--- config.mk ---
export PLATFORM = sky130hd
export DESIGN_NAME = mac_dot_driver_flat
export DESIGN_NICKNAME = d
export VERILOG_FILES = /design/src/rtl/mac_dot_driver_if.sv /design/src/rtl/mac_dot_driver.sv /design/src/flat_wrapper.sv
export SDC_FILE = /design/constraint.sdc
export NUM_CORES = 1
export LEC_CHECK = 0
export BUFFER_PORTS_ARGS = -buffer_cell sky130_fd_sc_hd__buf_2
export CORE_AREA = 5 5 112 114
export CTS_CLUSTER_DIAMETER = 150
export DETAILED_ROUTE_END_ITERATION = 10
export DIE_AREA = 0 0 117 119
export GPL_TIMING_DRIVEN = 0
export HOLD_SLACK_MARGIN = 0.15
export PLACE_DENSITY_LB_ADDON = 0.05
export SLEW_MARGIN = 20
export SYNTH_ARGS = -nofsm -noshare
export SYNTH_HDL_FRONTEND = slang
export SYNTH_SLANG_ARGS = --single-unit
--- constraint.sdc ---
create_clock -name ap_clk -period 1.7 [get_ports ap_clk]
set_input_delay 0.255 -clock ap_clk [delete_from_list [all_inputs] [get_ports ap_clk]]
set_output_delay 0.255 -clock ap_clk [all_outputs]
set_load 0.01 [all_outputs]
--- src/rtl/mac_dot_driver_if.sv ---
// Handshake and MAC-core bus between mac_dot_driver and its environment.
// The slave modport is the driver's view; the master modport is the environment's.
interface mac_dot_driver_if;
    logic        cmd_valid;
    logic        cmd_ready;
    logic [7:0]  cmd_len;
    logic [31:0] cmd_acc_init;
    logic        op_valid;
    logic        op_ready;
    logic [31:0] op_a;
    logic [31:0] op_b;
    logic        mac_ce;
    logic        mac_continue;
    logic        mac_start;
    logic [31:0] mac_a;
    logic [31:0] mac_b;
    logic [31:0] mac_acc_in;
    logic [31:0] mac_acc_out;
    logic        mac_acc_vld;
    logic        res_valid;
    logic        res_ready;
    logic [31:0] res_data;
    logic        res_err;

    modport slave (
        input  cmd_valid, cmd_len, cmd_acc_init, op_valid, op_a, op_b,
               mac_acc_out, mac_acc_vld, res_ready,
        output cmd_ready, op_ready, mac_ce, mac_continue, mac_start,
               mac_a, mac_b, mac_acc_in, res_valid, res_data, res_err
    );

    modport master (
        output cmd_valid, cmd_len, cmd_acc_init, op_valid, op_a, op_b,
               mac_acc_out, mac_acc_vld, res_ready,
        input  cmd_ready, op_ready, mac_ce, mac_continue, mac_start,
               mac_a, mac_b, mac_acc_in, res_valid, res_data, res_err
    );
endinterface

--- src/rtl/mac_dot_driver.sv ---
// Sequences cmd_len 4-lane uint8 dot-product beats through an external MAC core.
// Optional WAIT-state watchdog: define MAC_DOT_DRIVER_TIMEOUT_EN (limit TIMEOUT_CYC).
module mac_dot_driver #(
    parameter int TIMEOUT_CYC = 15
) (
    input  logic             ap_clk,
    input  logic             ap_rst,
    mac_dot_driver_if.slave  bus
);
    typedef enum logic [2:0] {IDLE, FETCH, ISSUE, WAIT, DONE} state_t;

    state_t      state_q;
    logic [7:0]  beats_q;
    logic [31:0] acc_q;
    logic [31:0] a_q;
    logic [31:0] b_q;
    logic        cmd_ready_q;
    logic        op_ready_q;
    logic        start_q;
    logic        res_valid_q;

`ifdef MAC_DOT_DRIVER_TIMEOUT_EN
    localparam int TW = $clog2(TIMEOUT_CYC + 1) + 1;
    logic [TW-1:0] tmo_q;
    logic          err_q;
    assign bus.res_err = err_q;
`else
    logic unused_timeout_cyc;
    assign unused_timeout_cyc = ^TIMEOUT_CYC;
    assign bus.res_err        = 1'b0;
`endif

    assign bus.mac_ce       = ~ap_rst;
    assign bus.mac_continue = ~ap_rst;
    assign bus.cmd_ready    = cmd_ready_q;
    assign bus.op_ready     = op_ready_q;
    assign bus.mac_start    = start_q;
    assign bus.mac_a        = a_q;
    assign bus.mac_b        = b_q;
    assign bus.mac_acc_in   = acc_q;
    assign bus.res_valid    = res_valid_q;
    assign bus.res_data     = acc_q;

    always_ff @(posedge ap_clk) begin
        if (ap_rst) begin
            state_q     <= IDLE;
            beats_q     <= '0;
            acc_q       <= '0;
            a_q         <= '0;
            b_q         <= '0;
            cmd_ready_q <= 1'b1;
            op_ready_q  <= 1'b0;
            start_q     <= 1'b0;
            res_valid_q <= 1'b0;
`ifdef MAC_DOT_DRIVER_TIMEOUT_EN
            tmo_q       <= '0;
            err_q       <= 1'b0;
`endif
        end else begin
            start_q <= 1'b0;
            case (state_q)
                IDLE: if (bus.cmd_valid) begin
                    beats_q     <= bus.cmd_len;
                    acc_q       <= bus.cmd_acc_init;
                    cmd_ready_q <= 1'b0;
                    if (bus.cmd_len == 8'd0) begin
                        state_q     <= DONE;
                        res_valid_q <= 1'b1;
                    end else begin
                        state_q    <= FETCH;
                        op_ready_q <= 1'b1;
                    end
                end
                FETCH: if (bus.op_valid) begin
                    a_q        <= bus.op_a;
                    b_q        <= bus.op_b;
                    op_ready_q <= 1'b0;
                    start_q    <= 1'b1;
                    state_q    <= ISSUE;
                end
                ISSUE: begin
                    state_q <= WAIT;
`ifdef MAC_DOT_DRIVER_TIMEOUT_EN
                    tmo_q   <= '0;
`endif
                end
                // Operand and accumulator registers are frozen here, so the core
                // sees stable inputs until its done pulse is taken.
                WAIT: if (bus.mac_acc_vld) begin
                    acc_q   <= bus.mac_acc_out;
                    beats_q <= beats_q - 8'd1;
                    if (beats_q == 8'd1) begin
                        state_q     <= DONE;
                        res_valid_q <= 1'b1;
                    end else begin
                        state_q    <= FETCH;
                        op_ready_q <= 1'b1;
                    end
                end
`ifdef MAC_DOT_DRIVER_TIMEOUT_EN
                else if (tmo_q == TW'(TIMEOUT_CYC)) begin
                    state_q     <= DONE;
                    res_valid_q <= 1'b1;
                    err_q       <= 1'b1;
                end else begin
                    tmo_q <= tmo_q + TW'(1);
                end
`endif
                DONE: if (bus.res_ready) begin
                    state_q     <= IDLE;
                    res_valid_q <= 1'b0;
                    cmd_ready_q <= 1'b1;
`ifdef MAC_DOT_DRIVER_TIMEOUT_EN
                    err_q       <= 1'b0;
`endif
                end
                default: state_q <= IDLE;
            endcase
        end
    end
endmodule

--- src/flat_wrapper.sv ---
// flat-port wrapper written by rule: the top's interface ports become plain ports
module mac_dot_driver_flat 
#(
    parameter int TIMEOUT_CYC = 15
)
  (ap_clk, ap_rst, bus_cmd_valid, bus_cmd_len, bus_cmd_acc_init, bus_op_valid, bus_op_a, bus_op_b, bus_mac_acc_out, bus_mac_acc_vld, bus_res_ready, bus_cmd_ready, bus_op_ready, bus_mac_ce, bus_mac_continue, bus_mac_start, bus_mac_a, bus_mac_b, bus_mac_acc_in, bus_res_valid, bus_res_data, bus_res_err);
  mac_dot_driver_if bus_i ();
  input  logic ap_clk;
  input  logic ap_rst;
  input wire logic [$bits(bus_i.cmd_valid)-1:0] bus_cmd_valid;
  input wire logic [$bits(bus_i.cmd_len)-1:0] bus_cmd_len;
  input wire logic [$bits(bus_i.cmd_acc_init)-1:0] bus_cmd_acc_init;
  input wire logic [$bits(bus_i.op_valid)-1:0] bus_op_valid;
  input wire logic [$bits(bus_i.op_a)-1:0] bus_op_a;
  input wire logic [$bits(bus_i.op_b)-1:0] bus_op_b;
  input wire logic [$bits(bus_i.mac_acc_out)-1:0] bus_mac_acc_out;
  input wire logic [$bits(bus_i.mac_acc_vld)-1:0] bus_mac_acc_vld;
  input wire logic [$bits(bus_i.res_ready)-1:0] bus_res_ready;
  output wire logic [$bits(bus_i.cmd_ready)-1:0] bus_cmd_ready;
  output wire logic [$bits(bus_i.op_ready)-1:0] bus_op_ready;
  output wire logic [$bits(bus_i.mac_ce)-1:0] bus_mac_ce;
  output wire logic [$bits(bus_i.mac_continue)-1:0] bus_mac_continue;
  output wire logic [$bits(bus_i.mac_start)-1:0] bus_mac_start;
  output wire logic [$bits(bus_i.mac_a)-1:0] bus_mac_a;
  output wire logic [$bits(bus_i.mac_b)-1:0] bus_mac_b;
  output wire logic [$bits(bus_i.mac_acc_in)-1:0] bus_mac_acc_in;
  output wire logic [$bits(bus_i.res_valid)-1:0] bus_res_valid;
  output wire logic [$bits(bus_i.res_data)-1:0] bus_res_data;
  output wire logic [$bits(bus_i.res_err)-1:0] bus_res_err;
  assign bus_i.cmd_valid = bus_cmd_valid;
  assign bus_i.cmd_len = bus_cmd_len;
  assign bus_i.cmd_acc_init = bus_cmd_acc_init;
  assign bus_i.op_valid = bus_op_valid;
  assign bus_i.op_a = bus_op_a;
  assign bus_i.op_b = bus_op_b;
  assign bus_i.mac_acc_out = bus_mac_acc_out;
  assign bus_i.mac_acc_vld = bus_mac_acc_vld;
  assign bus_i.res_ready = bus_res_ready;
  assign bus_cmd_ready = bus_i.cmd_ready;
  assign bus_op_ready = bus_i.op_ready;
  assign bus_mac_ce = bus_i.mac_ce;
  assign bus_mac_continue = bus_i.mac_continue;
  assign bus_mac_start = bus_i.mac_start;
  assign bus_mac_a = bus_i.mac_a;
  assign bus_mac_b = bus_i.mac_b;
  assign bus_mac_acc_in = bus_i.mac_acc_in;
  assign bus_res_valid = bus_i.res_valid;
  assign bus_res_data = bus_i.res_data;
  assign bus_res_err = bus_i.res_err;
  mac_dot_driver #(.TIMEOUT_CYC(TIMEOUT_CYC)) u_core (.ap_clk(ap_clk), .ap_rst(ap_rst), .bus(bus_i));
endmodule
Word-level counts from Yosys, hierarchy flattened
Cells that the tools add are included.

cells by class
  shift operators = 0
  reductions and logical operators = 13
  multiply operators = 0
  equality and inequality tests = 13
  bitwise logic cells = 2
  magnitude comparators = 0
  mux-type cells = 29
  $add $sub $neg = 1
  div/mod/pow operators = 0

operators by type and width
  operator               number
  $mux W32               2
  $pmux W32 S2           1
  $mux W3                6
  $mux W8                2
  $pmux W8 S2            1
  $pmux W3 S5            1
  $mux W1                13
  $ne A2 B2 Y1 const B   6
  $reduce_and A6 Y1      2
  $eq A8 B1 Y1 const B   1
  $logic_not A8 Y1       1
  $sub A8 B1 Y8 const B  1
  $eq A3 B2 Y1 const B   2
  $pmux W1 S3            2
  $reduce_and A3 Y1      2
  $reduce_bool A3 Y1     2
  $ne A2 B1 Y1 const B   2
  $reduce_and A4 Y1      1
  $reduce_bool A2 Y1     2
  $eq A3 B1 Y1 const B   1
  $eq A3 B3 Y1 const B   1
  $logic_not A3 Y1       1
  $not A1 Y1             2
  $pmux W1 S2            1
  other kinds (2)        2

storage, ports and cells
  input bits = 142
  RAM bits = 0
  memory bits (read-only) = 0
  bits in registers = 111
  latch bits = 0
  memories = 0
  logic and storage cells = 67
  output and inout bits = 135

Longest topological paths before layout
Gate-level depths: netlist of the first run.

  word-level depth = 4
  mapped depth = 7
  gate-level depth less buffers = 6

Worst setup path before layout of the first run
Ideal clock, no wire load.

  path kind = register to register
  start point = reg u_core.state_q[1]
  end point = reg u_core.b_q[14], in the netlist u_core.bus.mac_b[14]
  cell stages (with the launch flop) = 8
  clock period less this slack = 1.509 ns
  setup slack = 0.191 ns
  required time = 1.568 ns
  data arrival time = 1.376 ns
  path buffers = 3
  setup time = 0.132 ns
  cells stage by stage = dfxtp_1 buf_2 nand3b_1 or2_2 buf_2 buf_2 nand2_1 a21oi_1

on the way
  word-level cells in the longest chain between the ends = 2

RTL lines
  element                      line                  source
  start, declared              mac_dot_driver.sv:12  state_t state_q;
  start signal, assigned       mac_dot_driver.sv:46  state_q <= IDLE;
  start signal, assigned       mac_dot_driver.sv:67  state_q <= DONE;
  start signal, assigned       mac_dot_driver.sv:70  state_q <= FETCH;
  $eq A3 B1 Y1                 mac_dot_driver.sv:61  case (state_q)
  $reduce_and A2 Y1 (no line)  --
  end signal, assigned         mac_dot_driver.sv:76  b_q <= bus.op_b;
  end, declared                mac_dot_driver.sv:16  logic [31:0] b_q;

Every way passes these cells.
A chain may end at the register's enable or synchronous reset.

Worst setup path in the final report of the first run
  start point = reg u_core.state_q[1]
  end point = reg u_core.b_q[27], in the netlist u_core.bus.mac_b[27]

The elaborated chain is that of the path after synthesis.

==> results_dict.tcl, run 1 <==
set metrics [dict create \
    status "finished, final reports clean" \
    drtAntennaViolNets 0 \
    timing.rr.start "u_core.state_q[1]$_SDFFE_PP0P_" \
    antenna_found_initial 0 \
    synth.avg_cell_area_sq_um 8.068 \
    worstSetupPathType "flip-flop to flip-flop" \
    drc_errors 0 \
    vdd_drop_max_mv 0.5843 \
    hold_depth 3 \
    wl_um 16940 \
    synthTopCellsByArea "dfxtp_1, nand2_1, a21oi_1" \
    hold_viol 0 \
    critical_path.max_fanout 10 \
    p_leak_nw 3.537 \
    wl_met1_um 6547 \
    syn-num-nets 746 \
    cap_viol_max_count 0 \
    cp.required_ps 1980 \
    wl_per_cell_um 15.41 \
    worstMarginPinSlew_ps 746.5 \
    synth_ff_type "dfxtp_1" \
    crit_arrival_ps 1900 \
    yosysWarnings 0 \
    highest_layer "met4" \
    pin_count 277 \
    min_from "bus_op_b[30]" \
    num-fill-cells 972 \
    die_y_um 119 \
    ff2ff_setup_slack_ps 70 \
    routabilityCongestion 0.8194 \
    final_common_cell "buf_2" \
    reg2reg_depth 8 \
    synth_cells 602 \
    core_sq_mm 0.01132 \
    holdPathEnd "u_core.bus.mac_b[30]$_SDFFE_PP0P_" \
    hold_ws_ps 154.5 \
    area_growth_pct 53.32 \
    die-area_sq_mm 0.01392 \
    layout_common_cells "buf_2, nand2_1, dfxtp_1, a21oi_1, dlygate4sd3_1" \
    drive_gt1_share_pct 41.32 \
    startpoint_type "flip-flop" \
    cts_tree "built" \
    grt_max_degree 20 \
    vias_per_cell 4.920 \
    final_nets 1095 \
    fin_crit_sh_pct 95.65 \
    numCtsBuffers 9 \
    clock_skew_ps 8.475 \
    diodes 0 \
    grt_overflow 0 \
    report.final.slew_viol_count 0 \
    cts-root-buf "clkbuf_16" \
    synth_area_leader_cell "dfxtp_1" \
    hold_class "primary input to flip-flop" \
    h-tree-depth 3 \
    clkLatencyLatePin_ps 350 \
    max_slew_margin_pct 49.78 \
    clock_sinks 111 \
    synth-seq-cells 111 \
    grt_pass1_vias 5159 \
    synth.distinct_cells 43 \
    fmax_mhz 615.0 \
    port_buffers 274 \
    die_w_um 117 \
    vias 5407 \
    worstSetupEndpointType "flip-flop" \
    setup_viol 0 \
    synth_edf_count 0 \
    synth-seq-area-share_pct 45.75 \
    dp_hpwl_um 12500 \
    yosys.area.top_type_share_pct 45.75 \
    power_density_mw_per_mm2 954.1 \
    rr_endpoint "u_core.bus.mac_b[27]$_SDFFE_PP0P_" \
    syn-cell-area_sq_mm 0.004857 \
    async_flop_share_pct 0 \
    rsz0062_at_grt "yes" \
    crit_start "u_core.state_q[1]$_SDFFE_PP0P_" \
    clkTransAtPathRegs_ps 70 \
    first_iter_violations 411 \
    drt_pass1_iterations 5 \
    track_usage_pct 22.73 \
    grt_pass1_wl_um 25410 \
    wl_met3_um 1375 \
    cts_buffer_depth 2 \
    placementRows 39 \
    power_mw 7.105 \
    post-route-min-period_ps 1626 \
    start_util_pct 42.90 \
    wl_met2_um 8676 \
]
logic make-up (layout without fill, tap and decap cells):
family	after synthesis	count (layout)	synth area share (%)
muxes	2	2	0.4379
buffers and inverters	84	438	10.56
adders and majority gates	2	2	0.5151
and+or+nand+nor	271	271	22.46
other	1	1	0.07721
AOI/OAI and AO/OA	131	131	20.20
DFF	111	111	45.75
critical path, stage by stage, from the launching register on:
cell	delay, ps
dfxtp_1	330
clkbuf_4	180
nand3b_1	190
buf_4	160
nor2_4	130
clkbuf_4	190
buf_4	170
nand2_1	80
a21oi_1	120
through the flow:
stage               cell area (sq um)  setup WS, ps  utilization [%]  TNS [ps]  std cells
floorplan                        4857         191.4                -         0        602
global placement                 6407        -243.9            56.60    -10130       1019
detailed placement               6407        -309.4            56.60    -11830       1019
CTS                              7317        -12.63            64.63    -12.63       1094
global route                     7447        -48.50            65.78    -726.6       1099
finish                           7447         73.96            65.78         0       1099
final cells by class:
type | count | area (sq um) | share of cell area, %
plain buffers | 79 | 545.5 | 7.325
well taps | 143 | 178.9 | 2.403
flip-flops and latches | 111 | 2222 | 29.84
repair buffers | 338 | 2024 | 27.18
multi-input cells | 407 | 2152 | 28.90
clock buffers | 9 | 225.2 | 3.024
inverters | 5 | 18.77 | 0.2520
clock inverters | 7 | 80.08 | 1.075
flip-flops by register name, summed over array words and instances (netlist names):
name and count:
u_core.bus.mac_a 32, u_core.bus.mac_acc_in 32, u_core.bus.mac_b 32, u_core.beats_q 8
u_core.state_q 3, u_core.bus.cmd_ready 1, u_core.bus.mac_start 1, u_core.bus.op_ready 1
u_core.bus.res_valid 1
repair_timing:
| item | CTS | global route |
|---|---|---|
| buffers inserted | 1 | 4 |
| hold buffers | 58 | 1 |
| setup endpoints to repair | 63 | 94 |
| endpoints found under the hold margin | 58 | 1 |
| pin swaps | 0 | 2 |
| resized for setup | 7 | 31 |
Yosys cell counts, types with 2 or more instances:
library cell and instances:
nand2_1 202, dfxtp_1 111, a21oi_1 73, nor2_1 41, buf_4 35, a311oi_2 24, buf_2 20, clkbuf_1 18
a311oi_1 8, o21ai_0 8, inv_1 5, nor4_1 5, buf_6 4, nand3_1 4, nor3_1 4, a211oi_1 3
o32ai_1 3, a21o_1 2, a31oi_1 2, and2_1 2, and3_1 2, ha_1 2, nand3b_1 2, o21ai_1 2
or2_2 2
report_power, final:
part | internal (mW) | switching, mW | total (mW) | leakage (nW)
clock | 1.17 | 1.01 | 2.18 | 0.154
sequential | 2.84 | 0.160 | 3.00 | 0.908
combinational | 0.945 | 0.987 | 1.93 | 2.48
routing by layer:
metal / GRT usage [%] / vias up
li1: - / 2686
met2: 41.29 / 210
met1: 26.33 / 2485
met4: 7.312 / 0
met5: 0 / -
met3: 4.462 / 26
worst max-delay path by stage:
| stage | cells after the start | to |
|---|---|---|
| CTS | 6 | u_core.bus.mac_acc_in[17]$_SDFFE_PP0P_ |
| global placement | 4 | u_core.bus.mac_a[18]$_SDFFE_PP0P_ |
| floorplan | 7 | u_core.bus.mac_b[14]$_SDFFE_PP0P_ |
| finish | 8 | u_core.bus.mac_b[27]$_SDFFE_PP0P_ |
| detailed placement | 4 | u_core.bus.mac_b[19]$_SDFFE_PP0P_ |
| global route | 8 | u_core.bus.mac_a[9]$_SDFFE_PP0P_ |
Note: power is estimated with default switching activity, not from simulation.
==> inputs of run 2 (changes only) <==
CORE_AREA = 5 5 117 119   (was 5 5 112 114)
DIE_AREA = 0 0 122 124   (was 0 0 117 119)
clock period = 1.3 ns   (was 1.7 ns; I/O delays follow)
==> results_dict.tcl, run 2 (synthesis results as in run 1) <==
set metrics [dict create \
    report.final.slew_viol_count 0 \
    hold_viol 0 \
    clkTransAtPathRegs_ps 70 \
    diodes 0 \
    drive_gt1_share_pct 56.68 \
    vdd_drop_max_mv 0.7113 \
    vias 6030 \
    grt_pass1_vias 5788 \
    layout_common_cells "buf_2, nand2_1, dlygate4sd3_1, dfxtp_1, a21oi_2" \
    setup_slack_ps -311.6 \
    dp_hpwl_um 13110 \
    power_density_mw_per_mm2 1114 \
    die_y_um 124 \
    fmax_mhz 620.5 \
    pin_count 277 \
    grt_overflow 0 \
    area_growth_pct 96.03 \
    wl_um 20770 \
    die_w_um 122 \
    cp.required_ps 1560 \
    holdPathEnd "u_core.bus.cmd_ready$_SDFFE_PP1P_" \
    hold_class "primary input to flip-flop" \
    status "finished with violations" \
    tns_ps -27210 \
    hold_depth 4 \
    grt_pass1_wl_um 28690 \
    critical_path.max_fanout 4 \
    fin_crit_sh_pct 124.0 \
    failed_checks "negative setup slack" \
    h-tree-depth 3 \
    vias_per_cell 4.943 \
    numCtsBuffers 9 \
    placementRows 41 \
    first_iter_violations 239 \
    cts_tree "built" \
    port_buffers 274 \
    cap_viol_max_count 0 \
    setup_viol 109 \
    antenna_found_initial 0 \
    clkLatencyLatePin_ps 350 \
    worstSetupEndpointType "flip-flop" \
    worstMarginPinSlew_ps 784.3 \
    clock_skew_ps 5.582 \
    final_nets 1187 \
    die-area_sq_mm 0.01513 \
    routabilityCongestion 0.8172 \
    startpoint_type "flip-flop" \
    place_ws_ps -627.1 \
    final_common_cell "buf_2" \
    drc_errors 0 \
    clock_sinks 111 \
    p_leak_nw 4.315 \
    stdcell_area_sq_mm 0.009522 \
    num-fill-cells 880 \
    max_slew_margin_pct 47.72 \
    placed_area_sq_mm 0.006523 \
    timing.rr.start "u_core.state_q[1]$_SDFFE_PP0P_" \
    cts_buffer_depth 2 \
    wl_per_cell_um 17.02 \
    drtAntennaViolNets 0 \
    rsz0062_at_grt "yes" \
    rr_endpoint "u_core.bus.mac_acc_in[2]$_SDFFE_PP0P_" \
    power_mw 10.61 \
    core_sq_mm 0.01247 \
    cts-root-buf "clkbuf_16" \
    post-route-min-period_ps 1612 \
    drt_pass1_iterations 6 \
    track_usage_pct 23.70 \
    ff2ff_setup_slack_ps -310 \
    crit_arrival_ps 1880 \
    worstSetupPathType "flip-flop to flip-flop" \
    min_from "bus_cmd_valid" \
    grt_max_degree 17 \
    reg2reg_depth 7 \
    start_util_pct 38.96 \
]
[run 2: timing repair]
item | 4_1_cts | 5_1_grt
endpoints found under the setup margin | 111 | 111
hold buffers | 122 | 0
hold endpoints to repair | 96 | 0
pin swaps | 7 | 108
resized for setup | 39 | 257
buffers inserted | 13 | 10
gates cloned | 1 | 11
[run 2: worst max-delay path by stage]
stage,from,to,slack [ps]
floorplan,u_core.state_q[0]$_SDFFE_PP0P_,u_core.bus.mac_acc_in[12]$_SDFFE_PP0P_,-110
CTS,u_core.state_q[0]$_SDFFE_PP0P_,u_core.bus.mac_acc_in[13]$_SDFFE_PP0P_,-320
finish,u_core.state_q[1]$_SDFFE_PP0P_,u_core.bus.mac_acc_in[2]$_SDFFE_PP0P_,-310
global route,u_core.state_q[1]$_SDFFE_PP0P_,u_core.bus.mac_acc_in[7]$_SDFFE_PP0P_,-410
detailed placement,ap_rst,u_core.bus.mac_a[4]$_SDFFE_PP0P_,-630
global placement,ap_rst,u_core.bus.mac_a[8]$_SDFFE_PP0P_,-630
[run 2: report_power, final]
part           internal, mW  switching (mW)
Clock                  1.80            1.25
Combinational          1.88            1.68
Sequential             3.72           0.294
Total                  7.39            3.22
[run 2: final cells by class]
type | count | area [sq um] | area share, %
buffer | 78 | 669.4 | 7.030
sequential | 111 | 2226 | 23.38
clock buffer | 13 | 260.3 | 2.733
clock inverter | 3 | 65.06 | 0.6833
tap | 172 | 215.2 | 2.260
timing repair buffer | 431 | 3104 | 32.60
inverter | 5 | 18.77 | 0.1971
multi-input combinational | 407 | 2963 | 31.12
[run 2: critical path: stages (launching register included)]
cell	delay [ps]
dfxtp_2	330
or3b_4	410
a21oi_4	230
buf_6	160
buf_4	120
buf_12	90
nor2_2	30
a311oi_2	160
[run 2: through the flow]
stage | hold slack [ps] | utilization [%] | cells
final | 145.1 | 76.38 | 1220
after CTS | 132.7 | 66.61 | 1200
after detailed placement | 440.9 | 52.32 | 1048
after global placement | 431.8 | 52.32 | 1048
after global routing | 158.3 | 76.38 | 1220
after floorplan | 331.0 | - | 602
[run 2: metal layers]
metal  GRT usage (%)  vias to the layer above  routed length [um]
met5               0                        -                   0
met4           10.29                        0                 720
met3           5.586                       58                1594
met2           42.71                      253               10770
met1           26.74                     2841                7684
li1                -                     2878                   -
==> inputs of run 3 (changes only) <==
CORE_AREA = 5 5 107 109   (was 5 5 117 119)
DIE_AREA = 0 0 112 114   (was 0 0 122 124)
clock period = 2 ns   (was 1.3 ns; I/O delays follow)
==> results_dict.tcl, run 3 (synthesis results as in run 1) <==
set metrics [dict create \
    start_util_pct 46.23 \
    final_common_cell "buf_2" \
    critical_path.max_fanout 10 \
    cts_buffer_depth 2 \
    cap_viol_max_count 0 \
    cp.buffers_inverters 3 \
    pin_count 277 \
    worstSetupEndpointType "flip-flop" \
    drtAntennaViolNets 0 \
    numCtsBuffers 9 \
    p_leak_nw 3.418 \
    placementRows 38 \
    clock_skew_ps 11.67 \
    cp.required_ps 2300 \
    port_buffers 274 \
    setup_viol 0 \
    drc_errors 0 \
    cts_tree "built" \
    worstSetupPathType "flip-flop to flip-flop" \
    clkLatencyLatePin_ps 380 \
    die-area_sq_mm 0.01277 \
    power_frac_comb_pct 29.0 \
    antenna_found_initial 1 \
    rsz0062_at_grt "no" \
    drive_gt1_share_pct 40.21 \
    hold_viol 0 \
    max_slew_margin_pct 52.17 \
    p_seq_share_pct 46.8 \
    final_cells 1091 \
    die_w_um 112 \
    placedCellCount 1016 \
    clock_sinks 111 \
    grt_max_degree 20 \
    drt_pass1_iterations 5 \
    cp_common_cell "buf_2" \
    crit_arrival_ps 2090 \
    critPathMaxStageDelay_ps 400 \
    first_iter_violations 364 \
    track_usage_pct 26.13 \
    grt_overflow 0 \
    layout_common_cells "buf_2, nand2_1, dfxtp_1, a21oi_1, dlygate4sd3_1" \
    core_sq_mm 0.01051 \
    p_int_mw 3.669 \
    cts-root-buf "clkbuf_8" \
    hold_class "primary input to flip-flop" \
    grt_pass1_wl_um 27010 \
    fin_crit_sh_pct 89.41 \
    wl_per_cell_um 15.92 \
    cts_setup_buffers 0 \
    crit_slowest_cell "buf_1" \
    path_cells "buf_2 > nand3b_1 > buf_2 > buf_1 > nand2_1 > a311oi_2" \
    startpoint_type "flip-flop" \
    vias 5456 \
    sw_frac_of_total_pct 32.68 \
    clkTransAtPathRegs_ps 110 \
    pwr-share-clk_pct 24.2 \
    vias_per_cell 5.001 \
    post-route-min-period_ps 1788 \
    status "finished, final reports clean" \
    wl_um 17370 \
    num-fill-cells 881 \
    routabilityCongestion 0.8955 \
    h-tree-depth 3 \
    area_growth_pct 47.73 \
    report.final.slew_viol_count 0 \
    die_y_um 114 \
    hold_ws_ps 172.5 \
    vdd_drop_max_mv 0.4871 \
    grt_pass1_vias 5388 \
    final_nets 1089 \
    power_density_mw_per_mm2 759.4 \
    dp_hpwl_um 12770 \
    worstMarginPinSlew_ps 717.5 \
    critPathTopFamily "buffers and inverters" \
    p_sw_mw 1.781 \
    fmax_mhz 559.2 \
]
run 3: cell count changes in the layout (fill, tap and decap cells not counted), sizes merged:
cell,change
dlygate4sd3,-64
buf,-26
clkbuf,-11
inv,+3
bufinv,-2
clkinv,+1
clkinvlp,+1
diode,+1
run 3: layer usage:
metal / vias up / track usage (%) / routed length (um)
met3: 38 / 7.639 / 1399
met5: - / 0 / 7
met1: 2517 / 30.03 / 6757
met4: 2 / 10.26 / 446
li1: 2674 / - / -
met2: 225 / 45.92 / 8761
run 3: final cells by class:
| class | instances | area [sq um] | share of cell area, % |
|---|---|---|---|
| clock inverters | 6 | 50.05 | 0.6975 |
| multi-input cells | 407 | 2122 | 29.57 |
| inverters | 5 | 18.77 | 0.2616 |
| plain buffers | 79 | 495.5 | 6.905 |
| diodes | 1 | 2.502 | 0.03487 |
| repair buffers | 332 | 1952 | 27.20 |
| flip-flops and latches | 111 | 2222 | 30.97 |
| clock buffers | 10 | 137.6 | 1.918 |
| well taps | 140 | 175.2 | 2.441 |
run 3: path summary, 6_finish.rpt:
kind	from	endpoint	slack (ps)	depth (start not counted)
worst max-delay path	u_core.state_q[1]$_SDFFE_PP0P_	u_core.bus.mac_acc_in[5]$_SDFFE_PP0P_	210	6
worst min register to register	u_core.bus.mac_b[14]$_SDFFE_PP0P_	u_core.bus.mac_b[14]$_SDFFE_PP0P_	460	2
worst min-delay path	bus_op_b[5]	u_core.bus.mac_b[5]$_SDFFE_PP0P_	170	3
worst max register to register	u_core.state_q[1]$_SDFFE_PP0P_	u_core.bus.mac_acc_in[5]$_SDFFE_PP0P_	210	6
run 3: metrics by stage:
step | utilization (%) | instance area [sq um] | setup slack [ps] | TNS [ps] | power [mW]
finish | 68.29 | 7176 | 211.7 | 0 | 5.449
floorplan | - | 4857 | 491.4 | 0 | 3.479
detailed placement | 60.94 | 6404 | -93.26 | -2449 | 4.084
global placement | 60.94 | 6404 | -59.82 | -2014 | 4.042
CTS | 68.16 | 7162 | 92.85 | 0 | 5.463
global route | 68.27 | 7173 | 64.15 | 0 | 5.742
run 3: what timing repair did:
item	in CTS	in global routing
endpoints found under the setup margin	0	7
hold buffers	57	1
hold endpoints to repair	57	1
resized for setup	0	2
run 3: power groups by stage:
stage                     clock network, mW  registers, mW  logic, mW
after global placement                    0           2.59       1.45
after global routing                   1.44           2.58       1.73
after floorplan                           0           2.66      0.819
after detailed placement                  0           2.60       1.48
after CTS                              1.34           2.55       1.57
final                                  1.32           2.55       1.58
run 3: worst register-to-register path, delay by kind of cell (launching register included):
kind	cells	cell delay [ps]
flops	1	330
simple gates	2	300
buf+inv	3	820
compound gates	1	270
